[src/rtl/seq_match_logger.sv]
// seq_match_logger: turns match level rising edges into timestamped events buffered in a FIFO
module seq_match_logger #(
  parameter int TS_W  = 16,
  parameter int DEPTH = 4,
  parameter int CNT_W = 8
) (
  input  logic                       clk,
  input  logic                       reset,
  input  logic                       match_in,
  input  logic                       clear,
  output logic                       evt_valid,
  input  logic                       evt_ready,
  output logic [TS_W-1:0]            evt_ts,
  output logic [CNT_W-1:0]           evt_count,
  output logic                       overflow,
  output logic [$clog2(DEPTH):0]     fifo_level
);
  localparam int AW = $clog2(DEPTH);
  localparam int LW = AW + 1;

  typedef enum logic {IDLE = 1'b0, HOLD = 1'b1} state_t;

  state_t          state;
  logic [TS_W-1:0] ts_cnt;
  logic [TS_W-1:0] mem [DEPTH];
  logic [AW-1:0]   wr_ptr, rd_ptr;
  logic            rise, full, pop, push;

  // Edge detect, full check and handshake; clear suppresses every FIFO update
  always_comb begin
    rise      = (state == IDLE) && match_in;
    full      = fifo_level == LW'(DEPTH);
    evt_valid = fifo_level != '0;
    pop       = evt_valid && evt_ready && !clear;
    push      = rise && !clear && (!full || pop);
    evt_ts    = evt_valid ? mem[rd_ptr] : '0;
  end

  // Edge FSM, timestamp counter, FIFO pointers/level and status flags
  always_ff @(posedge clk or negedge reset) begin
    if (!reset) begin
      state      <= IDLE;
      ts_cnt     <= '0;
      wr_ptr     <= '0;
      rd_ptr     <= '0;
      fifo_level <= '0;
      evt_count  <= '0;
      overflow   <= 1'b0;
    end else begin
      state <= match_in ? HOLD : IDLE;
      if (clear) begin
        ts_cnt     <= '0;
        wr_ptr     <= '0;
        rd_ptr     <= '0;
        fifo_level <= '0;
        evt_count  <= '0;
        overflow   <= 1'b0;
      end else begin
        ts_cnt     <= ts_cnt + 1'b1;
        wr_ptr     <= push ? wr_ptr + 1'b1 : wr_ptr;
        rd_ptr     <= pop ? rd_ptr + 1'b1 : rd_ptr;
        fifo_level <= fifo_level + LW'(push) - LW'(pop);
        evt_count  <= (rise && evt_count != '1) ? evt_count + 1'b1 : evt_count;
        overflow   <= overflow || (rise && full && !pop);
      end
    end
  end

  // Event storage; contents need no reset since evt_ts is masked when empty
  always_ff @(posedge clk) begin
    if (push) mem[wr_ptr] <= ts_cnt;
  end
endmodule

[config.mk]
export PLATFORM = sky130hd
export DESIGN_NAME = seq_match_logger
export DESIGN_NICKNAME = d
export VERILOG_FILES = /design/src/rtl/seq_match_logger.sv
export SDC_FILE = /design/constraint.sdc
export NUM_CORES = 1
export LEC_CHECK = 0
export CORE_ASPECT_RATIO = 1.25
export CORE_UTILIZATION = 56
export CTS_BUF_LIST = sky130_fd_sc_hd__clkbuf_4 sky130_fd_sc_hd__clkbuf_8 sky130_fd_sc_hd__clkbuf_16
export DETAILED_ROUTE_END_ITERATION = 10
export PLACE_DENSITY = 0.77
export SYNTH_ARGS = -nofsm -noshare
export SYNTH_HDL_FRONTEND = slang
export SYNTH_SLANG_ARGS = --single-unit
[constraint.sdc]
create_clock -name clk -period 3.05 [get_ports clk]
set_clock_uncertainty 0.05 [all_clocks]
set_input_delay 0.4575 -clock clk [delete_from_list [all_inputs] [get_ports clk]]
set_output_delay 0.4575 -clock clk [all_outputs]
set_load 0.02 [all_outputs]
Word-level counts from Yosys, hierarchy flattened
Memory sizes are Yosys's and may differ from the RTL's.
Index checks and enable logic that the tools add are counted.
Widths: inputs -> output; s select.
{"block": "totals", "mem_bits_rw": 64, "output_inout_bits": 29, "register_bits": 33, "word_cells": 47, "inputBits": 5, "memories": 1}
{"name": "mem", "depth": 4, "word_bits": 16, "read_ports": 1, "rd_ports_with_merged_regs": 0, "wr": 1, "line": "25", "rtl": "logic [TS_W-1:0] mem [DEPTH];"}
{"block": "op_classes", "addsub": 6, "bitwise": 1, "n_mux": 13, "reduce_logical": 17, "eq_ne": 2}
{"operator": "$mux 16", "n": 2}
{"operator": "$add 16x1->16 const B", "n": 1}
{"operator": "$mux 8", "n": 2}
{"operator": "$add 8x1->8 const B", "n": 1}
{"operator": "$logic_and 1x1->1", "n": 8}
{"operator": "$mux 2", "n": 4}
{"operator": "$ne 8x8->1 const B", "n": 1}
{"operator": "$reduce_bool 2->1", "n": 3}
{"operator": "$add 2x1->2 const B", "n": 2}
{"operator": "$mux 1", "n": 4}
{"operator": "$add 3x1->3", "n": 1}
{"operator": "$eq 3x3->1 const B", "n": 1}
{"operator": "$logic_not 1->1", "n": 3}
{"operator": "$mux 3", "n": 1}
{"operator": "$reduce_bool 3->1", "n": 1}
{"operator": "$sub 3x1->3", "n": 1}
{"operator": "$logic_or 1x1->1", "n": 2}
{"operator": "$not 1->1", "n": 1}

Logic depth before layout (Yosys ltp)
Gate-level depths: netlist of run 1.
{"block": "depth", "word_depth": 8, "depth_mapped": 11, "ltp_nobuf": 11}

Worst setup path before layout of run 1
OpenSTA, ideal clock, no wires.
{"block": "synth_path", "path_type": "input -> register", "from": "in clear", "to": "reg fifo_level[2]", "t_required_ns": 2.914, "n_path_buf": 2, "setup_ns": 0.086, "t_arrival_ns": 2.371, "path_stages": 11, "setup_slack_ns": 0.543, "cell_sequence": "clkbuf_1 buf_1 nor2_1 ha_1 inv_1 ha_1 inv_1 fa_1 xor2_1 and2_1 nor3_1"}
{"block": "synth_via", "elab_chain_len": 7, "word_cells_on_any_way": 8, "classes_between": "2 x add/sub; 1 x mux; 5 x reduce/logical"}
{"element": "from (decl)", "line": "10", "rtl": "input logic clear,"}
{"element": "$logic_not 1->1", "line": "34, 35"}
{"element": "$logic_and 1x1->1", "line": "34", "rtl": "pop = evt_valid && evt_ready && !clear;"}
{"element": "$logic_or 1x1->1", "line": "35", "rtl": "push = rise && !clear && (!full || pop);"}
{"element": "$logic_and 1x1->1", "line": "35"}
{"element": "$add 3x1->3", "line": "62", "rtl": "fifo_level <= fifo_level + LW'(push) - LW'(pop);"}
{"element": "$sub 3x1->3", "line": "62"}
{"element": "$mux 3 (*)", "line": "51", "rtl": "if (clear) begin"}
{"element": "to (signal assigned)", "line": "62"}
{"element": "to (decl)", "line": "16", "rtl": "output logic [$clog2(DEPTH):0] fifo_level"}
Every way passes the cells marked *; elsewhere a longest branch is shown, timed or not.
A chain may end at the register's enable or synchronous reset.

Worst setup path after layout of run 1
{"block": "layout_path", "from": "reg rd_ptr[0]", "to": "out evt_ts[2]"}
{"block": "layout_via", "elab_chain_len": 2}
{"element": "from (decl)", "line": "26", "rtl": "logic [AW-1:0] wr_ptr, rd_ptr;"}
{"element": "from (signal assigned)", "line": "61", "rtl": "rd_ptr <= pop ? rd_ptr + 1'b1 : rd_ptr;"}
{"element": "$mem_v2 4x16"}
{"element": "$mux 16", "line": "36", "rtl": "evt_ts = evt_valid ? mem[rd_ptr] : '0;"}
{"element": "to (decl)", "line": "13", "rtl": "output logic [TS_W-1:0] evt_ts,"}
No other way between the ends.

==> results of run 1 <==
per-layer routing:
metal / share of wire / wire [µm] / vias up / GRT usage
met5: 0 / 0 / - / 0
met1: 0.42 / 3040 / 1228 / 0.248
li1: - / - / 1154 / -
met3: 0.028 / 200 / 20 / 0.0303
met2: 0.53 / 3810 / 47 / 0.343
met4: 0.027 / 195 / 0 / 0.121
power breakdown:
part	switching (mW)	internal, mW
sequential	0.0476	1.43
combinational	0.396	0.450
clock	0.455	0.395
total	0.899	2.28
synthesized netlist by cell type (3+ instances only):
cell and count:
edfxtp_1 64, dfrtp_1 33, mux4_2 16, nor2_1 16, nor2b_1 15, a21oi_1 13
and2b_1 11, ha_1 8, inv_1 8, nand2_1 7, and2_1 6, mux2_2 6
nand3_1 6, o21ai_0 6, nor3_1 5, or3_1 5, xor2_1 5, o31ai_1 4
a211oi_1 3, and3_1 3, and4b_1 3, clkbuf_1 3, nand2b_1 3, nor4_1 3
or4_1 3
worst paths after layout:
kind                                from             to  slack (ns)  depth (start not counted)
max                            rd_ptr[0]      evt_ts[2]        0.39                          4
min                                reset  fifo_level[2]        0.44                          2
max reg2reg                fifo_level[1]  fifo_level[2]        0.59                         10
min reg2reg                     overflow       overflow        0.48                          2
max in group asynchronous          reset   evt_count[0]        2.19                          2
min in group clk                overflow       overflow        0.48                          2
worst register-to-register path, stage by stage (launching register included):
cell and delay [ns]:
dfrtp_1 0.49, o31ai_1 0.39, nor2_1 0.08, ha_1 0.29, inv_1 0.05, ha_1 0.13, inv_1 0.05, fa_1 0.37
xor2_1 0.16, and2_1 0.16, nor3_1 0.15
state kept, by name, summed over array words and instances, names as in the netlist:
signal      count
wr_ptr          2
ts_cnt         16
fifo_level      3
rd_ptr          2
mem            64
evt_count       8
overflow        1
state           1
cell families after synthesis:
group / synth area share
AO/OA/AOI/OAI: 0.0439
XOR/XNOR: 0.0124
adder cells (fa/ha/maj): 0.0283
buffers and inverters: 0.0209
flip-flops: 0.647
multiplexers: 0.103
AND/OR/NAND/NOR: 0.144
cell type report:
| class | count | share of cell area |
|---|---|---|
| Clock buffer | 9 | 0.0250 |
| Clock inverter | 7 | 0.0184 |
| Inverter | 8 | 0.00606 |
| Multi-Input combinational cell | 165 | 0.284 |
| Sequential cell | 97 | 0.554 |
| Tap cell | 92 | 0.0232 |
| Timing Repair Buffer | 46 | 0.0889 |
metrics by stage:
stage / instances / hold slack (ns) / utilization
after CTS: 424 / 0.446 / 0.674
after global placement: 408 / 0.443 / 0.644
after floorplan: 280 / 0.112 / -
after global routing: 424 / 0.476 / 0.674
final: 424 / 0.443 / 0.674
after detailed placement: 408 / 0.478 / 0.644
==> results.yml, run 1 <==
timing:
  fin_crit_ns: 2.66
  fin_ws_ns: 0.389
  tns_ns: 0
  max_slew_margin: 0.707
  rsz0062_at_grt: "false"
  finalCritPeriodShare: 0.872
  fmax_mhz: 376
  slew_viol_final: 0
  hold_violations: 0
  worst_pin_slew_ns: 0.439
  finalSetupViolations: 0
setup_path:
  worst_path_dominant_cell_family: "buffers and inverters"
  crit_type: "reg2out"
  cp_cell_sequence: "buf_4 > mux4_2 > and2b_1 > clkdlybuf4s50_1"
  slowest_stage: "clkdlybuf4s50_1"
  crit_path_start_kind: "register"
  cp-end-kind: "output pin"
  cpPeakStageDelay_ns: 0.53
  critPathMaxFanout: 9
  cp.arrival_ns: 2.15
  worstPathRequired_ns: 2.54
  crit_buf_inv: 2
global_route:
  grt_pass1_vias: 2404
  grt_max_degree: 34
  track_usage: 0.204
  grt_overflow_total: 0
  antenna_found_initial: 0
  grt_pass1_wl_mm: 11.8
route:
  wl_per_cell_um: 17.1
  drt-initial-drc-count: 111
  avgViaCountPerCell: 5.78
  finalWirelength_mm: 7.24
  drcViolationCount: 0
  first_pass_iters: 4
  vias: 2449
  postRouteAntennaNets: 0
floorplanning:
  die_y_um: 99.3
  core_area_um2: 7360
  rows: 35
  die_area_um2: 7930
  start_util: 0.577
  die_x_um: 79.9
  io_pins: 34
hold_path:
  hold_class: "in2async"
pwr:
  ir_worst_vdd_v: 0.000376
  leakagePower_nw: 1.86
  p_per_area_nw_per_um2: 641
  finalPower_mw: 3.18
place:
  place_ws_ns: 0.0809
  io_buffers: 33
  placed_cell_area_um2: 4740
  globalplace.congestion: 0.753
  hpwlAfterDp_mm: 4.71
clocking:
  cts_made_buffers: 9
  post_cts_buffers: 0
  insertion_delay_ns: 0.36
  htree_num_levels: 3
  clockBufferDepth: 2
  cts.repair.resized: 0
  cts.hold.buffers_added: 0
  clock-sinks: 97
  clk_pin_slew_ns: 0.09
  cts_tree: "yes"
  cts_root_buf: "clkbuf_8"
layout:
  layout.area.seq_um2: 2750
  final_cell_mix: "edfxtp_1 (64), dfrtp_1 (33), clkdlybuf4s50_1 (33)"
  final_common_cell: "edfxtp_1"
  nFillCells: 530
  stdcell_area_um2: 4960
  nNetsFinal: 341
  layout-drive-gt1-share: 0.166
  syn_to_final_growth_pct: 16.8
  num_antenna_cells: 0
  multi_input_area_um2: 1410
logic_synthesis:
  yosysTopAreaCellShare: 0.453
  synth-warning-count: 0
  synth_edf_count: 64
  synth_cell_types: 44
  synth_nets: 294
  synth.avg_cell_area_um2: 15.2
  syn_inst: 280
  seq_area_frac_synth: 0.647
  ys.flop_type: "edfxtp_1"
  ys_ff_latch: 97
  netlist_area_um2: 4240
  synth_area_leaders: "edfxtp_1 (45%), dfrtp_1 (19%), mux4_2 (8.5%)"
  async_flop_share: 0.340
  yosys.area.top_type: "edfxtp_1"
outcome:
  status: "finished, final reports clean"
run:
  maxCapViolCount: 0
Note: power is estimated with default switching activity, not from simulation.
==> run 2: changes to the inputs <==
--- a/config.mk
+++ b/config.mk
@@ -5,6 +5,7 @@
 export SDC_FILE = /design/constraint.sdc
 export NUM_CORES = 1
 export LEC_CHECK = 0
+export CAP_MARGIN = 25
 export CORE_ASPECT_RATIO = 1.25
 export CORE_UTILIZATION = 56
 export CTS_BUF_LIST = sky130_fd_sc_hd__clkbuf_4 sky130_fd_sc_hd__clkbuf_8 sky130_fd_sc_hd__clkbuf_16
==> results of run 2 <==
No change in the layout: final DEF, timing and power equal those of run 1.
